<file path="config.mk">
export PLATFORM = sky130hd
export DESIGN_NAME = fetch_unit_flat
export DESIGN_NICKNAME = d
export VERILOG_FILES = /design/src/rtl/fetch_unit_if.sv /design/src/rtl/fetch_unit.sv /design/src/flat_wrapper.sv
export SDC_FILE = /design/constraint.sdc
export NUM_CORES = 1
export LEC_CHECK = 0
export ABC_CLOCK_PERIOD_IN_PS = 1400
export CORE_MARGIN = 1.5
export CORE_UTILIZATION = 37
export CTS_CLUSTER_SIZE = 12
export DETAILED_ROUTE_END_ITERATION = 16
export GPL_ROUTABILITY_DRIVEN = 0
export GPL_TIMING_DRIVEN = 0
export PLACE_DENSITY = 0.83
export SYNTH_ARGS = -nofsm -noshare
export SYNTH_HDL_FRONTEND = slang
export SYNTH_SLANG_ARGS = --single-unit
</file>
<file path="constraint.sdc">
create_clock -name clk -period 1.4 [get_ports clk]
set_clock_uncertainty 0.1 [all_clocks]
set_input_delay 0.28 -clock clk [delete_from_list [all_inputs] [get_ports clk]]
set_output_delay 0.28 -clock clk [all_outputs]
set_load 0.05 [all_outputs]
</file>
<file path="src/rtl/fetch_unit_if.sv">
// Fetch unit bus bundle: program-counter load, instruction-memory read and decoder handshake.
// master is the fetch unit's view; slave is the surrounding PC/memory/decoder view.
interface fetch_unit_if #(
  parameter int unsigned INSTR_W = 16
);
  logic [7:0]         pc_adrs;
  logic [7:0]         next_adrs;
  logic               en_pc;
  logic               mem_req;
  logic [7:0]         mem_adrs;
  logic               mem_ack;
  logic [INSTR_W-1:0] mem_data;
  logic [INSTR_W-1:0] instr;
  logic               instr_valid;
  logic               instr_ready;
  logic               branch_taken;
  logic [7:0]         branch_target;

  modport master (
    input  pc_adrs, mem_ack, mem_data, instr_ready, branch_taken, branch_target,
    output next_adrs, en_pc, mem_req, mem_adrs, instr, instr_valid
  );

  modport slave (
    output pc_adrs, mem_ack, mem_data, instr_ready, branch_taken, branch_target,
    input  next_adrs, en_pc, mem_req, mem_adrs, instr, instr_valid
  );
endinterface

</file>
<file path="src/rtl/fetch_unit.sv">
// Instruction fetch sequencer: request at PC, hold the word for the decoder,
// then strobe the next (sequential or branch) address into the program counter.
module fetch_unit #(
  parameter int unsigned INSTR_W = 16
) (
  input  logic         clk,
  input  logic         rst,
  input  logic         c_e,
  fetch_unit_if.master bus
);

  typedef enum logic [1:0] {
    IDLE = 2'd0,
    REQ  = 2'd1,
    HOLD = 2'd2,
    UPD  = 2'd3
  } state_t;

  state_t             state_q, state_d;
  logic               mem_req_q, mem_req_d;
  logic [7:0]         mem_adrs_q, mem_adrs_d;
  logic [INSTR_W-1:0] instr_q, instr_d;
  logic               instr_valid_q, instr_valid_d;
  logic [7:0]         next_adrs_q, next_adrs_d;
  logic               en_pc_q, en_pc_d;

  always_comb begin
    state_d       = state_q;
    mem_req_d     = mem_req_q;
    mem_adrs_d    = mem_adrs_q;
    instr_d       = instr_q;
    instr_valid_d = instr_valid_q;
    next_adrs_d   = next_adrs_q;
    en_pc_d       = 1'b0;

    case (state_q)
      IDLE: begin
        if (c_e) begin
          state_d    = REQ;
          mem_req_d  = 1'b1;
          mem_adrs_d = bus.pc_adrs;
        end
      end
      // Memory data is captured regardless of c_e so a returning read is never lost.
      REQ: begin
        if (bus.mem_ack) begin
          state_d       = HOLD;
          mem_req_d     = 1'b0;
          instr_d       = bus.mem_data;
          instr_valid_d = 1'b1;
        end
      end
      HOLD: begin
        if (instr_valid_q && bus.instr_ready && c_e) begin
          state_d       = UPD;
          instr_valid_d = 1'b0;
          next_adrs_d   = bus.branch_taken ? bus.branch_target : bus.pc_adrs + 8'd1;
          en_pc_d       = 1'b1;
        end
      end
      // UPD always returns to IDLE so the PC strobe lasts exactly one cycle.
      UPD: begin
        state_d = IDLE;
      end
      default: begin
        state_d = IDLE;
      end
    endcase
  end

  always_ff @(posedge clk or negedge rst) begin
    if (!rst) begin
      state_q       <= IDLE;
      mem_req_q     <= 1'b0;
      mem_adrs_q    <= '0;
      instr_q       <= '0;
      instr_valid_q <= 1'b0;
      next_adrs_q   <= '0;
      en_pc_q       <= 1'b0;
    end else begin
      state_q       <= state_d;
      mem_req_q     <= mem_req_d;
      mem_adrs_q    <= mem_adrs_d;
      instr_q       <= instr_d;
      instr_valid_q <= instr_valid_d;
      next_adrs_q   <= next_adrs_d;
      en_pc_q       <= en_pc_d;
    end
  end

  assign bus.mem_req     = mem_req_q;
  assign bus.mem_adrs    = mem_adrs_q;
  assign bus.instr       = instr_q;
  assign bus.instr_valid = instr_valid_q;
  assign bus.next_adrs   = next_adrs_q;
  assign bus.en_pc       = en_pc_q;

endmodule
</file>
<file path="src/flat_wrapper.sv">
// flat-port wrapper written by rule: the top's interface ports become plain ports
module fetch_unit_flat 
#(
  parameter int unsigned INSTR_W = 16
)
  (clk, rst, c_e, bus_pc_adrs, bus_mem_ack, bus_mem_data, bus_instr_ready, bus_branch_taken, bus_branch_target, bus_next_adrs, bus_en_pc, bus_mem_req, bus_mem_adrs, bus_instr, bus_instr_valid);
  fetch_unit_if #(.INSTR_W(INSTR_W)) bus_i ();
  input  logic clk;
  input  logic rst;
  input  logic c_e;
  input wire logic [$bits(bus_i.pc_adrs)-1:0] bus_pc_adrs;
  input wire logic [$bits(bus_i.mem_ack)-1:0] bus_mem_ack;
  input wire logic [$bits(bus_i.mem_data)-1:0] bus_mem_data;
  input wire logic [$bits(bus_i.instr_ready)-1:0] bus_instr_ready;
  input wire logic [$bits(bus_i.branch_taken)-1:0] bus_branch_taken;
  input wire logic [$bits(bus_i.branch_target)-1:0] bus_branch_target;
  output wire logic [$bits(bus_i.next_adrs)-1:0] bus_next_adrs;
  output wire logic [$bits(bus_i.en_pc)-1:0] bus_en_pc;
  output wire logic [$bits(bus_i.mem_req)-1:0] bus_mem_req;
  output wire logic [$bits(bus_i.mem_adrs)-1:0] bus_mem_adrs;
  output wire logic [$bits(bus_i.instr)-1:0] bus_instr;
  output wire logic [$bits(bus_i.instr_valid)-1:0] bus_instr_valid;
  assign bus_i.pc_adrs = bus_pc_adrs;
  assign bus_i.mem_ack = bus_mem_ack;
  assign bus_i.mem_data = bus_mem_data;
  assign bus_i.instr_ready = bus_instr_ready;
  assign bus_i.branch_taken = bus_branch_taken;
  assign bus_i.branch_target = bus_branch_target;
  assign bus_next_adrs = bus_i.next_adrs;
  assign bus_en_pc = bus_i.en_pc;
  assign bus_mem_req = bus_i.mem_req;
  assign bus_mem_adrs = bus_i.mem_adrs;
  assign bus_instr = bus_i.instr;
  assign bus_instr_valid = bus_i.instr_valid;
  fetch_unit #(.INSTR_W(INSTR_W)) u_core (.clk(clk), .rst(rst), .c_e(c_e), .bus(bus_i));
endmodule
</file>
======== After elaboration in Yosys (flattened, before gate mapping) ========
Cells that the tools add are included.
W data, S select, Z words.
word-level totals
  flip-flop bits (word level) ............. 37
  bits of input ports ..................... 38
  output and inout port bits .............. 35
  logic and storage cells ................. 38
operators by class
  add/sub/neg operators ................... 1
  equality and inequality tests ........... 6
  muxes and demuxes ....................... 13
  reduce and logical (&&, ||, !) cells .... 11
operators with widths
  kind                   number
  $reduce_and A3 Y1      3
  $add A8 B1 Y8 const B  1
  $mux W8                1
  $pmux W2 S4            1
  $mux W1                6
  $mux W2                3
  $reduce_and A2 Y1      3
  $eq A2 B2 Y1 const B   2
  $ne A2 B2 Y1 const B   2
  $pmux W1 S2            2
  $reduce_bool A2 Y1     2
  $eq A2 B1 Y1 const B   1
  $logic_and A1 B1 Y1    2
  $logic_not A2 Y1       1
  $ne A2 B1 Y1 const B   1

======== Logic depth before layout (Yosys ltp) ========
Gate-level depths: netlist (run 1).
  depth after elaboration ................. 4
  depth in mapped cells ................... 6
  gate-level depth less buffers ........... 6

======== Least setup slack after synthesis (run 1) ========
No wires, ideal clock.
  path kind ............................... flip-flop to flip-flop
  start point ............................. register u_core.instr_valid_q (netlist: u_core.bus.instr_valid)
  end point ............................... register u_core.state_q[1]
  library setup time ...................... 0.125 ns
  arrival time ............................ 1.340 ns
  data required time ...................... 1.175 ns
  path slack .............................. -0.165 ns
  cell stages (with the launch flop) ...... 5
  buffers on the path ..................... 0
  period minus slack after synthesis ...... 1.565 ns
  cells stage by stage .................... dfrtp_1 > nand3_1 > a21oi_2 > nand2_1 > mux2_4
between the ends
  longest elaborated chain between the ends .. 4
ends and longest elaborated chain
  what                                RTL line          RTL
  start, declared                     fetch_unit.sv:23  logic instr_valid_q, instr_valid_d;
  start signal, assigned              fetch_unit.sv:85  instr_valid_q <= instr_valid_d;
  $logic_and A1 B1 Y1 (2 in series)   fetch_unit.sv:54  if (instr_valid_q && bus.instr_ready && c_e) begin
  $ne A2 B1 Y1 (no source line)       -
  $reduce_and A3 Y1 (no source line)  -
  end signal, assigned                fetch_unit.sv:81  state_q <= state_d;
  end, declared                       fetch_unit.sv:19  state_t state_q, state_d;
No other way between the ends.
A chain may end at the register's enable or synchronous reset.

======== Worst setup path after layout (run 1) ========
  start point ............................. register u_core.state_q[0]
  end point ............................... register u_core.state_q[1]
between the ends
  longest elaborated chain between the ends .. 3
  elaborated cells on any way between the ends .. 9
  classes of those cells .................. eq/ne (6); mux (1); reduce/logical (2)
ends and longest elaborated chain
  what                                                                  RTL line          RTL
  $eq A2 B2 Y1, or another cell as far along                            fetch_unit.sv:36  case (state_q)
  $ne A2 B1 Y1 (no source line) / $ne A2 B2 Y1 (equally long branches)  -
  $reduce_and A3 Y1 (no source line)                                    -
Several ways; a longest one is shown, not always the timed one.

==> results.sh, run 1 <==
export IMPL_worst_setup_path_end_kind="flip-flop"
export IMPL_gr_usage_all_layers_pct=17.30
export IMPL_tightest_slew_ps=789.1
export IMPL_r2r_setup_slack_ps=-80
export IMPL_post_route_cells_drive_above_1_share_pct=47.16
export IMPL_critical_path_startpoint_type="flip-flop"
export IMPL_synth_ff_latch_count=37
export IMPL_fin_crit_sh_pct=105.8
export IMPL_yosysWarningCount=0
export IMPL_nNetsFinal=271
export IMPL_global_route_wire_length_before_repair_um=6713
export IMPL_route_final_wire_length_um=4013
export IMPL_final_number_of_max_transition_violations=0
export IMPL_crit_required_ps=1470
export IMPL_grt_antenna_before_repair=0
export IMPL_setup_worst_path_class="flip-flop to flip-flop"
export IMPL_globalRouteOverflowTotal=0
export IMPL_rsz0062_at_grt="yes"
export IMPL_violations="hold timing, setup timing"
export IMPL_io_buffers=72
export IMPL_cts_hold_buffers_added=0
export IMPL_floorplan_rows=24
export IMPL_synth_cell_type_count=24
export IMPL_post_synthesis_net_count=178
export IMPL_finalPower_mw=6.560
export IMPL_r2r_worst_path_cells=5
export IMPL_worst_hold_path_class="primary input to asynchronous set/reset pin"
export IMPL_crit_path_top_delay_cell="dfrtp_1"
export IMPL_r2r_end="u_core.state_q[1]"
export IMPL_maxCapViolCount=0
export IMPL_lkg_pwr_nw=1.221
export IMPL_report_final_setup_viol=24
export IMPL_insertion_delay_ps=280
export IMPL_dp_cells=259
export IMPL_max_freq_ghz=0.6750
export IMPL_max_vdd_ir_drop_mv=1.123
export IMPL_clk_root_buffer_cell="clkbuf_8"
export IMPL_layout_common_cells="36 x buf_2, 36 x dfrtp_1, 32 x clkdlybuf4s50_1"
export IMPL_post_drt_via_cell_ratio=4.826
export IMPL_hold_slack_ps=-20.87
export IMPL_die_x_extent_um=69.79
export IMPL_final_setup_worst_slack_ps=-81.49
export IMPL_cp_cell_sequence="inv_2 > ha_2 > nand2b_1 > nand2_2 > mux2_4"
export IMPL_diodes=0
export IMPL_clk_pin_slew_worst_paths_ps=70
export IMPL_cts_tree="done"
export IMPL_cell_count_after_synthesis=135
export IMPL_start_util_pct=38.17
export IMPL_worst_path_maximum_fanout=3
export IMPL_die_area_mm2=0.004870
export IMPL_largest_net_degree_at_the_start_of_global_routing=38
export IMPL_timing_critical_path_slowest_cell_delay_ps=420
export IMPL_wl_per_cell_um=14.28
export IMPL_drc_errors=0
export IMPL_ys_seq_area_share_pct=56.10
export IMPL_first_global_vias=1444
export IMPL_syn_to_final_growth_pct=57.39
export IMPL_finalHoldViolations=37
export IMPL_drt_first_iter_violations=82
export IMPL_detail_route_first_pass_iterations=3
export IMPL_post_place_ws_ps=-486.6
export IMPL_arrival_ps=1550
export IMPL_pin_count=73
export IMPL_route_vias_total=1356
export IMPL_die_height_um=69.79
export IMPL_ctsHtreeMaxLevel=2
export IMPL_power_density_cell_area_mw_per_mm2=2525
export IMPL_clock_tree_buffer_depth=2
export IMPL_finalNonFillerCells=281
export IMPL_cts_buffers_inserted=5
export IMPL_slew_headroom_pct=47.40
export IMPL_finalWorstPathRequiredPeriod_ps=1481
export IMPL_synth_area_mm2=0.001650
export IMPL_drt_antenna_violating_nets=0
export IMPL_status="finished with violations"
export IMPL_crit_reg2reg_launch="u_core.state_q[0]"
export IMPL_hpwlAfterDp_um=2708
export IMPL_floorplan_core_area_mm2=0.004324
export IMPL_post_syn_area_per_cell_um2=12.22
export IMPL_cts_sinks=37
[worst max-delay path: cells and delay by family, from the launching register on]
kind                       cells  cell delay (ps)
adders and majority gates      1              210
DFF                            1              420
buffers and inverters          1              110
muxes                          1              290
and+or+nand+nor                2              240
[cells in the mapped netlist, drive strengths merged]
cell type	count	area (um2)
nand4	2	12.51
nand2b	4	25.02
nand2	15	58.81
nand3	4	25.02
mux2i	3	30.03
o21ai	11	55.05
ha	5	62.56
buf	3	15.01
xnor2	3	26.28
a21oi	4	23.77
mux2	25	285.3
o21a	3	22.52
dfrtp	37	925.9
nor2b	1	6.260
nor2	3	11.26
inv	5	18.77
nor3	3	15.01
o31ai	3	22.52
a32oi	1	8.760
[sequential cells by signal, summed over array words and instances, names as in the netlist]
signal,cells
u_core.bus.mem_adrs,8
u_core.bus.next_adrs,8
u_core.bus.mem_req,1
u_core.bus.en_pc,1
u_core.bus.instr,16
u_core.state_q,2
u_core.bus.instr_valid,1
[logic make-up (layout without fill, tap and decap cells)]
family,Yosys count,after routing,synth area share (%)
fa+ha+maj,5,5,3.791
compound gates,22,22,8.036
mux,28,28,19.11
buf+inv,8,102,2.047
xor+xnor,3,3,1.592
simple gates,32,32,9.325
flops,37,37,56.10
[layer usage]
layer  track usage, %  vias to the layer above  part of all wire (%)
li1                 -                      664                     -
met1            20.91                      648                    42
met3            3.924                        8                   4.4
met4            6.410                        0                   2.6
met5                0                        -                     0
met2            30.05                       36                    51
[per-stage QoR]
step	setup TNS, ps	utilization (%)	area, um2	hold slack (ps)
floorplan	-351.1	-	1677	-115.6
global placement	-45980	56.94	2462	361.6
detailed placement	-14250	56.83	2457	307.9
CTS	-1753	63.40	2741	3.311
global route	-2986	60.07	2597	45.84
finish	-1060	60.07	2597	-20.87
[worst max-delay path by stage]
stage / depth (start not counted) / start / to
floorplan: 5 / u_core.state_q[1] / u_core.bus.instr[10]
global placement: 1 / rst / u_core.bus.instr_valid
detailed placement: 6 / bus_pc_adrs[0] / u_core.bus.next_adrs[6]
CTS: 6 / u_core.state_q[1] / u_core.bus.instr[3]
global route: 6 / u_core.state_q[1] / u_core.state_q[1]
finish: 5 / u_core.state_q[0] / u_core.state_q[1]
[timing repair]
action | in CTS | in global routing
pin swaps | 8 | 4
resized for setup | 131 | 82
buffers inserted | 13 | 1
gates cloned | 2 | 0
endpoints found under the setup margin | 70 | 64
[cell type report]
type                    count  area, um2
fillers                   385       1727
flip-flops and latches     37      927.1
multi-input cells          90      802.0
repair buffers             87      685.7
clock buffers               6      72.57
well taps                  52      65.06
inverters                   5      18.77
plain buffers               2      16.27
clock inverters             2      10.01
[power breakdown]
| group | switching (mW) | internal, mW | total [mW] | leakage [nW] |
|---|---|---|---|---|
| logic | 2.60 | 1.36 | 3.96 | 0.733 |
| clock network | 0.354 | 0.345 | 0.699 | 0.0450 |
| registers | 0.295 | 1.60 | 1.90 | 0.443 |
Note: power is estimated with default switching activity, not from simulation.
==> inputs of run 2 (changes only) <==
--- a/config.mk
+++ b/config.mk
@@ -6,8 +6,10 @@
 export NUM_CORES = 1
 export LEC_CHECK = 0
 export ABC_CLOCK_PERIOD_IN_PS = 1400
+export CELL_PAD_IN_SITES_DETAIL_PLACEMENT = 1
+export CELL_PAD_IN_SITES_GLOBAL_PLACEMENT = 1
 export CORE_MARGIN = 1.5
-export CORE_UTILIZATION = 37
+export CORE_UTILIZATION = 28
 export CTS_CLUSTER_SIZE = 12
 export DETAILED_ROUTE_END_ITERATION = 16
 export GPL_ROUTABILITY_DRIVEN = 0
==> run 2 against run 1 <==
  * The flow still finishes with violations (hold timing, setup timing)
  * Die area is 31% higher
  * Hold slack worse by 0.76 ps
  * Final cell count is 6.4% higher
  * Design area is 2.6% higher
  * Combinational power is 2% lower
  * Sequential cell count stayed put
  * Critical path type unchanged
  * Critical endpoint unchanged
==> results.sh, run 2 (synthesized netlist as in run 1, its figures left out) <==
export IMPL_die_height_um=79.77
export IMPL_drc_errors=0
export IMPL_cts_sinks=37
export IMPL_drt_first_iter_violations=58
export IMPL_violations="hold timing, setup timing"
export IMPL_final_number_of_max_transition_violations=0
export IMPL_cp_cell_sequence="inv_2 > ha_2 > nand2b_1 > nand2_2 > mux2_4"
export IMPL_finalNonFillerCells=299
export IMPL_clk_root_buffer_cell="clkbuf_8"
export IMPL_floorplan_rows=27
export IMPL_dp_cells=279
export IMPL_first_global_vias=1437
export IMPL_io_buffers=72
export IMPL_critical_path_startpoint_type="flip-flop"
export IMPL_global_route_wire_length_before_repair_um=6893
export IMPL_worst_setup_path_end_kind="flip-flop"
export IMPL_final_setup_worst_slack_ps=-127.8
export IMPL_report_final_setup_viol=13
export IMPL_post_route_cells_drive_above_1_share_pct=47.58
export IMPL_status="finished with violations"
export IMPL_syn_to_final_growth_pct=61.41
export IMPL_die_area_mm2=0.006363
export IMPL_max_freq_ghz=0.6545
export IMPL_routedLengthMet1_um=1882
export IMPL_hold_slack_ps=-21.62
export IMPL_worst_path_maximum_fanout=3
export IMPL_cts_buffers_inserted=5
export IMPL_clk_pin_slew_worst_paths_ps=80
export IMPL_globalRouteOverflowTotal=0
export IMPL_rsz0062_at_grt="yes"
export IMPL_start_util_pct=29.43
export IMPL_slew_headroom_pct=44.69
export IMPL_hpwlAfterDp_um=3156
export IMPL_clock_tree_buffer_depth=2
export IMPL_crit_required_ps=1480
export IMPL_drt_antenna_violating_nets=0
export IMPL_cts_tree="done"
export IMPL_insertion_delay_ps=290
export IMPL_wl_met3_um=233
export IMPL_post_drt_via_cell_ratio=4.498
export IMPL_floorplan_core_area_mm2=0.005608
export IMPL_layout_filler_cells=620
export IMPL_route_final_wire_length_um=4420
export IMPL_die_x_extent_um=79.77
export IMPL_diodes=0
export IMPL_arrival_ps=1610
export IMPL_grt_antenna_before_repair=0
export IMPL_cpLargestDelayFamily="flip-flops"
export IMPL_dpl_cell_area_mm2=0.002482
export IMPL_pin_count=73
export IMPL_ctsHtreeMaxLevel=2
export IMPL_maxCapViolCount=0
export IMPL_route_met2_wl_um=2281
export IMPL_gr_usage_all_layers_pct=14.24
export IMPL_cp_num_buf_inv=1
export IMPL_largest_net_degree_at_the_start_of_global_routing=38
export IMPL_layout_core_utilization_pct=47.50
export IMPL_fin_crit_sh_pct=109.1
export IMPL_tightest_slew_ps=829.7
export IMPL_power_density_cell_area_mw_per_mm2=2527
export IMPL_wl_per_cell_um=14.78
export IMPL_setup_tns_final_ps=-639.4
export IMPL_layout_common_cells="36 x dfrtp_1, 35 x buf_2, 27 x clkdlybuf4s50_1"
export IMPL_finalWorstPathRequiredPeriod_ps=1528
export IMPL_setup_worst_path_class="flip-flop to flip-flop"
export IMPL_flip_flop_count_of_the_largest_register_all_copies_and_words_added=16
export IMPL_route_vias_total=1345
export IMPL_timing_critical_path_slowest_cell_delay_ps=420
export IMPL_worst_hold_path_class="primary input to asynchronous set/reset pin"
export IMPL_lkg_pwr_nw=1.239
export IMPL_nNetsFinal=269
export IMPL_finalHoldViolations=4
export IMPL_post_place_ws_ps=-516.4
export IMPL_design_area_mm2=0.002664
export IMPL_layout_cells_most_common="dfrtp_1"
export IMPL_crit_path_top_delay_cell="dfrtp_1"
export IMPL_max_vdd_ir_drop_mv=1.142
export IMPL_dr_max_layer_used="met4"
export IMPL_detail_route_first_pass_iterations=3
==> run 2: changes by cell type in the layout (fill, tap and decap cells not counted), sizes merged <==
cell	previous run	this run
dlymetal6s2s	0	4
clkbuf	6	9
clkinv	2	0
buf	51	49
bufinv	0	1
clkdlybuf4s50	32	27
clkdlybuf4s15	2	1
==> run 2: area by class of cell <==
| type | instances | area, um2 | area share (%) |
|---|---|---|---|
| buffer | 3 | 33.78 | 1.268 |
| tap | 72 | 90.09 | 3.382 |
| sequential | 37 | 927.1 | 34.81 |
| inverter | 5 | 18.77 | 0.7046 |
| multi-input combinational | 90 | 802.0 | 30.11 |
| timing repair buffer | 84 | 675.6 | 25.36 |
| clock buffer | 7 | 86.33 | 3.241 |
| clock inverter | 1 | 30.03 | 1.127 |
==> run 2: metrics by stage <==
step / hold WS (ps) / power [mW]
after floorplan: -115.6 / 4.521
after global routing: 45.68 / 7.081
after detailed placement: 330.8 / 5.900
final: -21.62 / 6.731
after global placement: 366.7 / 5.802
after CTS: 15.10 / 6.842
==> run 2: path summary, 6_finish.rpt <==
check | start | end | slack [ps] | depth (start not counted)
max | u_core.state_q[0] | u_core.state_q[1] | -130 | 5
max reg2reg | u_core.state_q[0] | u_core.state_q[1] | -130 | 5
max in group asynchronous | rst | u_core.bus.instr_valid | 640 | 1
min reg2reg | u_core.bus.mem_adrs[0] | u_core.bus.mem_adrs[0] | 400 | 1
min | rst | u_core.bus.instr[2] | -20 | 1
min in group clk | bus_pc_adrs[6] | u_core.bus.mem_adrs[6] | 250 | 2
==> run 2: where the power goes <==
part	switching, mW	internal (mW)
Clock	0.371	0.581
Combinational	2.61	1.28
Sequential	0.287	1.60
==> run 2: what timing repair did <==
| item | 4_1_cts | 5_1_grt |
|---|---|---|
| endpoints found under the hold margin | 0 | 0 |
| pin swaps | 2 | 7 |
| buffers inserted | 7 | 3 |
| cloned | 1 | 1 |
| hold buffers | 0 | 0 |
| gates resized for setup | 149 | 71 |
| setup endpoints to repair | 70 | 55 |
==> run 2: routing by layer <==
metal,global-route usage (%),up-vias
met5,0,-
met1,16.81,656
met2,25.25,32
met4,3.621,0
li1,-,653
met3,4.114,4
